$ cat src/rtl/gb_cpu_common_pkg.sv
// Shared types and constants for the Game Boy CPU datapath blocks.
package gb_cpu_common_pkg;

  localparam int unsigned DATA_W      = 8;
  localparam int unsigned WORD_W      = 16;
  localparam int unsigned REG8_SEL_W  = 4;
  localparam int unsigned REG16_SEL_W = 3;
  localparam int unsigned FLAG_W      = 4;
  localparam int unsigned NUM_BYTE_VIEW = 16;

  // IDU operation applied to the 16-bit operand on its way back to a pair
  typedef enum logic [1:0] {
    IDU_PASS = 2'd0,
    IDU_INC  = 2'd1,
    IDU_DEC  = 2'd2
  } idu_opcode_t;

  // Byte register selects; codes 12-15 are unmapped
  typedef enum logic [3:0] {
    R8_B   = 4'd0,
    R8_C   = 4'd1,
    R8_D   = 4'd2,
    R8_E   = 4'd3,
    R8_H   = 4'd4,
    R8_L   = 4'd5,
    R8_F   = 4'd6,
    R8_A   = 4'd7,
    R8_SPH = 4'd8,
    R8_SPL = 4'd9,
    R8_PCH = 4'd10,
    R8_PCL = 4'd11
  } reg8_sel_t;

  // Register pair selects; codes 6-7 are unmapped
  typedef enum logic [2:0] {
    R16_BC = 3'd0,
    R16_DE = 3'd1,
    R16_HL = 3'd2,
    R16_SP = 3'd3,
    R16_AF = 3'd4,
    R16_PC = 3'd5
  } reg16_sel_t;

  // Bit positions within the {Z,N,H,C} flag nibble
  localparam int unsigned FLAG_Z = 3;
  localparam int unsigned FLAG_N = 2;
  localparam int unsigned FLAG_H = 1;
  localparam int unsigned FLAG_C = 0;

endpackage

$ cat src/rtl/gb_cpu_regfile.sv
// Architectural register file: A,F,B,C,D,E,H,L,SP,PC with byte/pair/flag writeback.
module gb_cpu_regfile
  import gb_cpu_common_pkg::*;
#(
  parameter logic [15:0] PC_RESET = 16'h0000,
  parameter logic [15:0] SP_RESET = 16'h0000
) (
  input  logic        clk,
  input  logic        reset,
  input  logic [3:0]  rd8_sel_a,
  output logic [7:0]  rd8_a,
  input  logic [3:0]  rd8_sel_b,
  output logic [7:0]  rd8_b,
  input  logic [2:0]  rd16_sel,
  output logic [15:0] rd16,
  input  logic        wr8_en,
  input  logic [3:0]  wr8_sel,
  input  logic [7:0]  wr8_data,
  input  logic        wr16_en,
  input  logic [2:0]  wr16_sel,
  input  logic [15:0] wr16_data,
  input  logic [3:0]  flags_en,
  input  logic [3:0]  flags_in,
  output logic [3:0]  flags,
  output logic [15:0] pc,
  output logic [15:0] sp
);

  // F keeps only its upper nibble; the lower nibble does not exist as state
  logic [DATA_W-1:0] a_q, b_q, c_q, d_q, e_q, h_q, l_q;
  logic [DATA_W-1:0] a_d, b_d, c_d, d_d, e_d, h_d, l_d;
  logic [FLAG_W-1:0] f_q, f_d;
  logic [WORD_W-1:0] sp_q, sp_d, pc_q, pc_d;

  logic [DATA_W-1:0] byte_view [NUM_BYTE_VIEW];

  // Write merge: wr16 first, then per-bit flag updates, then wr8 on top
  always_comb begin
    a_d  = a_q;
    b_d  = b_q;
    c_d  = c_q;
    d_d  = d_q;
    e_d  = e_q;
    h_d  = h_q;
    l_d  = l_q;
    f_d  = f_q;
    sp_d = sp_q;
    pc_d = pc_q;

    if (wr16_en) begin
      case (reg16_sel_t'(wr16_sel))
        R16_BC: begin
          b_d = wr16_data[15:8];
          c_d = wr16_data[7:0];
        end
        R16_DE: begin
          d_d = wr16_data[15:8];
          e_d = wr16_data[7:0];
        end
        R16_HL: begin
          h_d = wr16_data[15:8];
          l_d = wr16_data[7:0];
        end
        R16_SP: sp_d = wr16_data;
        R16_AF: begin
          a_d = wr16_data[15:8];
          f_d = wr16_data[7:4];
        end
        R16_PC: pc_d = wr16_data;
        default: ;
      endcase
    end

    for (int i = 0; i < int'(FLAG_W); i++) begin
      if (flags_en[i]) f_d[i] = flags_in[i];
    end

    if (wr8_en) begin
      case (reg8_sel_t'(wr8_sel))
        R8_B:   b_d = wr8_data;
        R8_C:   c_d = wr8_data;
        R8_D:   d_d = wr8_data;
        R8_E:   e_d = wr8_data;
        R8_H:   h_d = wr8_data;
        R8_L:   l_d = wr8_data;
        R8_F:   f_d = wr8_data[7:4];
        R8_A:   a_d = wr8_data;
        R8_SPH: sp_d[15:8] = wr8_data;
        R8_SPL: sp_d[7:0]  = wr8_data;
        R8_PCH: pc_d[15:8] = wr8_data;
        R8_PCL: pc_d[7:0]  = wr8_data;
        default: ;
      endcase
    end
  end

  // State register; synchronous reset wins over any write in the same cycle
  always_ff @(posedge clk) begin
    if (reset) begin
      a_q  <= '0;
      b_q  <= '0;
      c_q  <= '0;
      d_q  <= '0;
      e_q  <= '0;
      h_q  <= '0;
      l_q  <= '0;
      f_q  <= '0;
      sp_q <= SP_RESET;
      pc_q <= PC_RESET;
    end else begin
      a_q  <= a_d;
      b_q  <= b_d;
      c_q  <= c_d;
      d_q  <= d_d;
      e_q  <= e_d;
      h_q  <= h_d;
      l_q  <= l_d;
      f_q  <= f_d;
      sp_q <= sp_d;
      pc_q <= pc_d;
    end
  end

  // Byte-addressable view of current state, indexed by reg8 select code
  always_comb begin
    for (int i = 0; i < int'(NUM_BYTE_VIEW); i++) byte_view[i] = '0;
    byte_view[R8_B]   = b_q;
    byte_view[R8_C]   = c_q;
    byte_view[R8_D]   = d_q;
    byte_view[R8_E]   = e_q;
    byte_view[R8_H]   = h_q;
    byte_view[R8_L]   = l_q;
    byte_view[R8_F]   = {f_q, 4'h0};
    byte_view[R8_A]   = a_q;
    byte_view[R8_SPH] = sp_q[15:8];
    byte_view[R8_SPL] = sp_q[7:0];
    byte_view[R8_PCH] = pc_q[15:8];
    byte_view[R8_PCL] = pc_q[7:0];
  end

  // Byte read ports
  always_comb begin
    rd8_a = byte_view[rd8_sel_a];
    rd8_b = byte_view[rd8_sel_b];
  end

  // Pair read port feeding the IDU and address bus
  always_comb begin
    rd16 = '0;
    case (reg16_sel_t'(rd16_sel))
      R16_BC: rd16 = {b_q, c_q};
      R16_DE: rd16 = {d_q, e_q};
      R16_HL: rd16 = {h_q, l_q};
      R16_SP: rd16 = sp_q;
      R16_AF: rd16 = {a_q, f_q, 4'h0};
      R16_PC: rd16 = pc_q;
      default: rd16 = '0;
    endcase
  end

  // Direct state taps
  always_comb begin
    flags = f_q;
    pc    = pc_q;
    sp    = sp_q;
  end

endmodule
$ cat config.mk
export PLATFORM = sky130hd
export DESIGN_NAME = gb_cpu_regfile
export DESIGN_NICKNAME = d
export VERILOG_FILES = /design/src/rtl/gb_cpu_common_pkg.sv /design/src/rtl/gb_cpu_regfile.sv
export SDC_FILE = /design/constraint.sdc
export NUM_CORES = 1
export LEC_CHECK = 0
export BUFFER_PORTS_ARGS = -buffer_cell sky130_fd_sc_hd__buf_2
export CAP_MARGIN = 30
export CORE_UTILIZATION = 27
export DETAILED_ROUTE_END_ITERATION = 16
export SYNTH_ARGS = -nofsm -noshare
export SYNTH_HDL_FRONTEND = slang
export SYNTH_SLANG_ARGS = --single-unit
$ cat constraint.sdc
create_clock -name clk -period 2.15 [get_ports clk]
set_input_delay 0.1075 -clock clk [delete_from_list [all_inputs] [get_ports clk]]
set_output_delay 0.1075 -clock clk [all_outputs]
set_load 0.05 [all_outputs]
# After elaboration in Yosys (flattened, before gate mapping)
# Cells that the tools add are included.
# op_classes
mul,0
reduce_logical,3
div,0
muxes,53
bitwise,2
magnitude_cmp,2
addsub,0
shift,0
n_eq_ne,21
# op_table
cell,count
8-bit 2-to-1 mux,36
16-bit 2-to-1 mux,6
16-bit case mux with 6 select lines,1
8-bit binary-select mux with 4-bit select,2
4-bit by 3-bit equality test with 1-bit output (second input constant),4
4-bit equality test (second input constant),4
4-bit 2-to-1 mux,4
3-bit by 2-bit equality test with 1-bit output (second input constant),4
3-bit equality test (second input constant),4
5-bit greater-or-equal comparator (second input constant),2
4-bit inverter with 5-bit output,2
4-bit by 2-bit equality test with 1-bit output (second input constant),2
3-bit by 1-bit equality test with 1-bit output (second input constant),2
3-bit logical NOT,2
4-bit by 1-bit equality test with 1-bit output (second input constant),1
4-bit logical NOT,1
1-bit 2-to-1 mux,4
# word_totals
word_cells,91
ff_bits,92
latchBits,0
mem_bits_rw,0
memories,0
out_inout_bits,68
mem_bits_ro,0
inputBits,54

# Logic depth before layout (Yosys ltp)
# depth
word_depth,6
depth_mapped,7
mapped_depth_nobuf,4

# Worst setup path after synthesis
# Ideal clock, no wire load.
# synth_timing
path_type,flip-flop to output port
from,"reg pc_q[9], in the netlist pc[9]"
to,out rd8_a[1]
slack_ns,-0.111
path_stages_with_launch,4
required_ns,2.043
arrival_time_ns,2.154
path_buffers,0
path_cell_list,dfxtp_1 > mux4_2 > mux2i_1 > o21ai_0
# synth_via
elab_chain_cells,3
# synth_lines
element,line_no,text
start: declaration,gb_cpu_regfile.sv:33,"logic [WORD_W-1:0] sp_q, sp_d, pc_q, pc_d;"
start signal: assignment,gb_cpu_regfile.sv:120,pc_q <= pc_d;
8-bit binary-select mux with 4-bit select,gb_cpu_regfile.sv:143,rd8_a = byte_view[rd8_sel_a];
8-bit 2-to-1 mux (not written as such) (2 in series),gb_cpu_regfile.sv:143,
end: declaration,gb_cpu_regfile.sv:11,"output logic [7:0] rd8_a,"
# No other way between the ends. The select of a mux whose other input is x is not followed.

# Worst setup path after layout
# layout_timing
from,in rd8_sel_a[0]
to,out rd8_a[3]
# layout_via
elab_chain_cells,4
# layout_lines
element,line_no,text
start: declaration,gb_cpu_regfile.sv:10,"input logic [3:0] rd8_sel_a,"
4-bit inverter with 5-bit output (not written as such),gb_cpu_regfile.sv:143,
8-bit binary-select mux with 4-bit select,gb_cpu_regfile.sv:143,
8-bit 2-to-1 mux (not written as such) (2 in series),gb_cpu_regfile.sv:143,
# No other way between the ends. The select of a mux whose other input is x is not followed.

==> impl_metrics.yaml <==
status:
  status: "completed"
global_route:
  grt_antenna_before_repair: 3
  grt_pass1_wl_um: 37100
  grtUsageTotal_pct: 20.1
  grt-ovfl-total: 0
  grt_max_degree: 38
  use_met1_pct: 26.9
  use_met3_pct: 4.82
  met2_usage_pct: 30.7
  grt_busiest_layer: "met2"
  grt_pass1_vias: 5906
clock_tree:
  clk_pin_slew_ns: 0.06
  cts_tree: "done"
  root_buffer: "clkbuf_16"
  htree_levels: 3
  postCtsSetupBuffers: 0
  cts.hold.buffers_added: 0
  clock_path_buffers: 2
  numCtsBuffers: 9
  cts_sinks: 92
  ctsResizeCount: 0
  worstSkewPairLatency_ns: 0.36
yosys:
  synth_warnings: 0
  synth-simple-area-share_pct: 13.0
  syn_nets: 745
  synth_cells: 691
  synth-seq-area-share_pct: 28.1
  synthAdderAreaFrac_pct: 0
  syn_avg_cell_area_sq_um: 9.48
  synth_compound_area_share_pct: 17.9
  synth-xor-area-share_pct: 0
  yosys.area.top_type_share_pct: 28.1
  synth.area.mux_share_pct: 34.8
  yosys-top-cells-area: "dfxtp_1 (28%), mux2i_1 (18%), mux4_2 (13%), a211oi_1 (11%), nor2_1 (5.7%)"
  synth_area_sq_um: 6550
  synth_cell_type_count: 39
  yosysTopAreaCell: "dfxtp_1"
  ys_ff_latch: 92
  synth_top_family_by_area: "multiplexers"
routing:
  wl_per_cell_um: 22.2
  drt_iter0_drc: 649
  vias_per_cell: 5.56
  ant_nets: 0
  dr.pass1.iters: 6
  drcViolationCount: 0
  vias: 6173
  wl_um: 24600
critical_path:
  path_buf_inv: 3
  cp.required_ns: 2.04
  startpoint_type: "input port"
  cp_max_fo: 15
  cp.arrival_ns: 1.77
  critPathMaxStageDelay_ns: 0.38
  critPathKind: "in -> out"
  path_cells: "buf_2, buf_4, nor2_1, a22o_1, nand2_1, o21ai_1, buf_2"
  endpoint_kind: "output port"
  cpLargestDelayFamily: "buffers and inverters"
  cp_common_cell: "buf_2"
  slowest_stage: "nor2_1"
timing:
  layout_min_cycle_time_ns: 1.88
  tightest_slew_ns: 0.717
  final.setup_skew_ns: 0
  tns_ns: 0
  clock.fmax_mhz: 533
  drv_slew: 0
  slew_headroom_pct: 52.1
  finalWorstSetupSlack_ns: 0.272
  period_share_pct: 87.3
  setup_viol_count_final: 0
  grt_setup_unrepaired: "no"
  hold_viol_final: 0
floorplanning:
  dieArea_sq_um: 24900
  die_x_um: 158
  core_area_sq_um: 23600
  num_io_pins: 122
  initial_core_util_pct: 27.7
  die_h_um: 158
  fp-row-count: 56
cells_and_area:
  n_fill_cell: 2456
  final_cells: 1111
  final_cell_mix: "buf_2 (121), mux2i_1 (120), nor2_1 (99)"
  layout_commonest_cell: "buf_2"
  syn_to_final_growth_pct: 19.1
  seqCellArea_sq_um: 1840
  n_antenna_cell: 0
  final_nets: 841
  multi_input_area_sq_um: 4330
  final_area_sq_um: 7800
  drive_above_1_share_pct: 29.5
place:
  hpwl_um: 17600
  dpl.cell_count: 1095
  gp_congestion: 0.908
  place_ws_ns: 0.348
  io_buffers: 121
  place_area_sq_um: 7480
power:
  p_sw_mw: 1.44
  p_clk_share_pct: 37.9
  p_seq_share_pct: 40.6
  vdd_drop_max_mv: 0.260
  powerDensity_nw_per_um2: 591
  fin_total_pwr_mw: 4.61
  combPwrFrac_pct: 21.5
  p_leak_nw: 3.17
  switching_share_pct: 31.1
  p_int_mw: 3.17
run:
  cap_violations: 0
min_path:
  hold_path_class: "in -> reg"
cells in the mapped netlist:
master / instances
buf_6: 2
o22ai_1: 6
or3_1: 1
nor2_1: 99
nand3b_1: 5
nand3_1: 7
buf_2: 14
a21oi_1: 4
o41ai_1: 2
dfxtp_1: 92
nand2_1: 43
nand4b_1: 2
mux2i_1: 120
mux4_2: 38
and3b_1: 2
nand2_2: 1
nor2b_1: 17
a32oi_1: 1
and4bb_2: 1
clkbuf_1: 35
o221ai_1: 14
nor4bb_1: 1
nor3b_1: 2
nor4b_1: 1
buf_1: 4
mux2_2: 20
o21ai_0: 12
a22oi_1: 2
a211oi_1: 92
o41ai_2: 2
inv_1: 6
buf_12: 2
buf_4: 11
and2_1: 1
nor3_4: 1
nand2b_1: 4
a31oi_1: 13
buf_8: 1
a22o_1: 10
cells by family after synthesis:
logic type,Yosys count
AO/OA/AOI/OAI,158
multiplexers,178
buffers and inverters,75
AND/OR/NAND/NOR,188
flip-flops,92
power groups by stage:
stage | registers (mW) | clock network, mW | logic, mW
2_1_floorplan | 1.97 | 0 | 0.597
3_3_place_gp | 1.91 | 0 | 0.975
3_5_place_dp | 1.91 | 0 | 0.986
4_1_cts | 1.87 | 1.76 | 0.989
5_1_grt | 1.88 | 1.84 | 1.05
6_report | 1.87 | 1.75 | 0.990
final timing paths:
path | cells after the start | start | end | slack, ns
worst min-delay path | 3 | flags_in[3] | flags[3] | 0.07
worst min register to register | 2 | d_q[0] | d_q[0] | 0.59
worst max-delay path | 7 | rd8_sel_a[0] | rd8_a[3] | 0.27
worst max register to register | 3 | flags[0] | flags[0] | 1.00
cell type report:
cell class                      instances  share of cell area [%]
Clock inverter                          5                   0.962
Timing Repair Buffer                  154                    11.4
Sequential cell                        92                    23.6
Clock buffer                           11                    3.11
Tap cell                              319                    5.12
Multi-Input combinational cell        524                    55.5
Inverter                                6                   0.289
registers in the layout, summed over array words and instances, names as in the netlist:
name / flops
c_q: 8
pc: 16
l_q: 8
sp: 16
e_q: 8
h_q: 8
b_q: 8
d_q: 8
flags: 4
a_q: 8
routing by layer:
| metal | vias up | part of all wire [%] |
|---|---|---|
| met5 | - | 0.13 |
| met4 | 6 | 3.4 |
| met3 | 57 | 7.2 |
| met2 | 280 | 45 |
| met1 | 2995 | 44 |
| li1 | 2835 | - |
worst register-to-register path, cell delays in order (launching register included):
cell and delay, ns:
dfxtp_1 0.50, nor2b_1 0.19, a211oi_1 0.06, o41ai_1 0.30
stage by stage:
stage	hold slack, ns	utilization, %
global route	0.0998	33.0
detailed placement	0.434	31.7
floorplan	0.290	-
finish	0.0685	33.0
global placement	0.427	31.7
CTS	0.0673	33.0
Note: power is estimated with default switching activity, not from simulation.
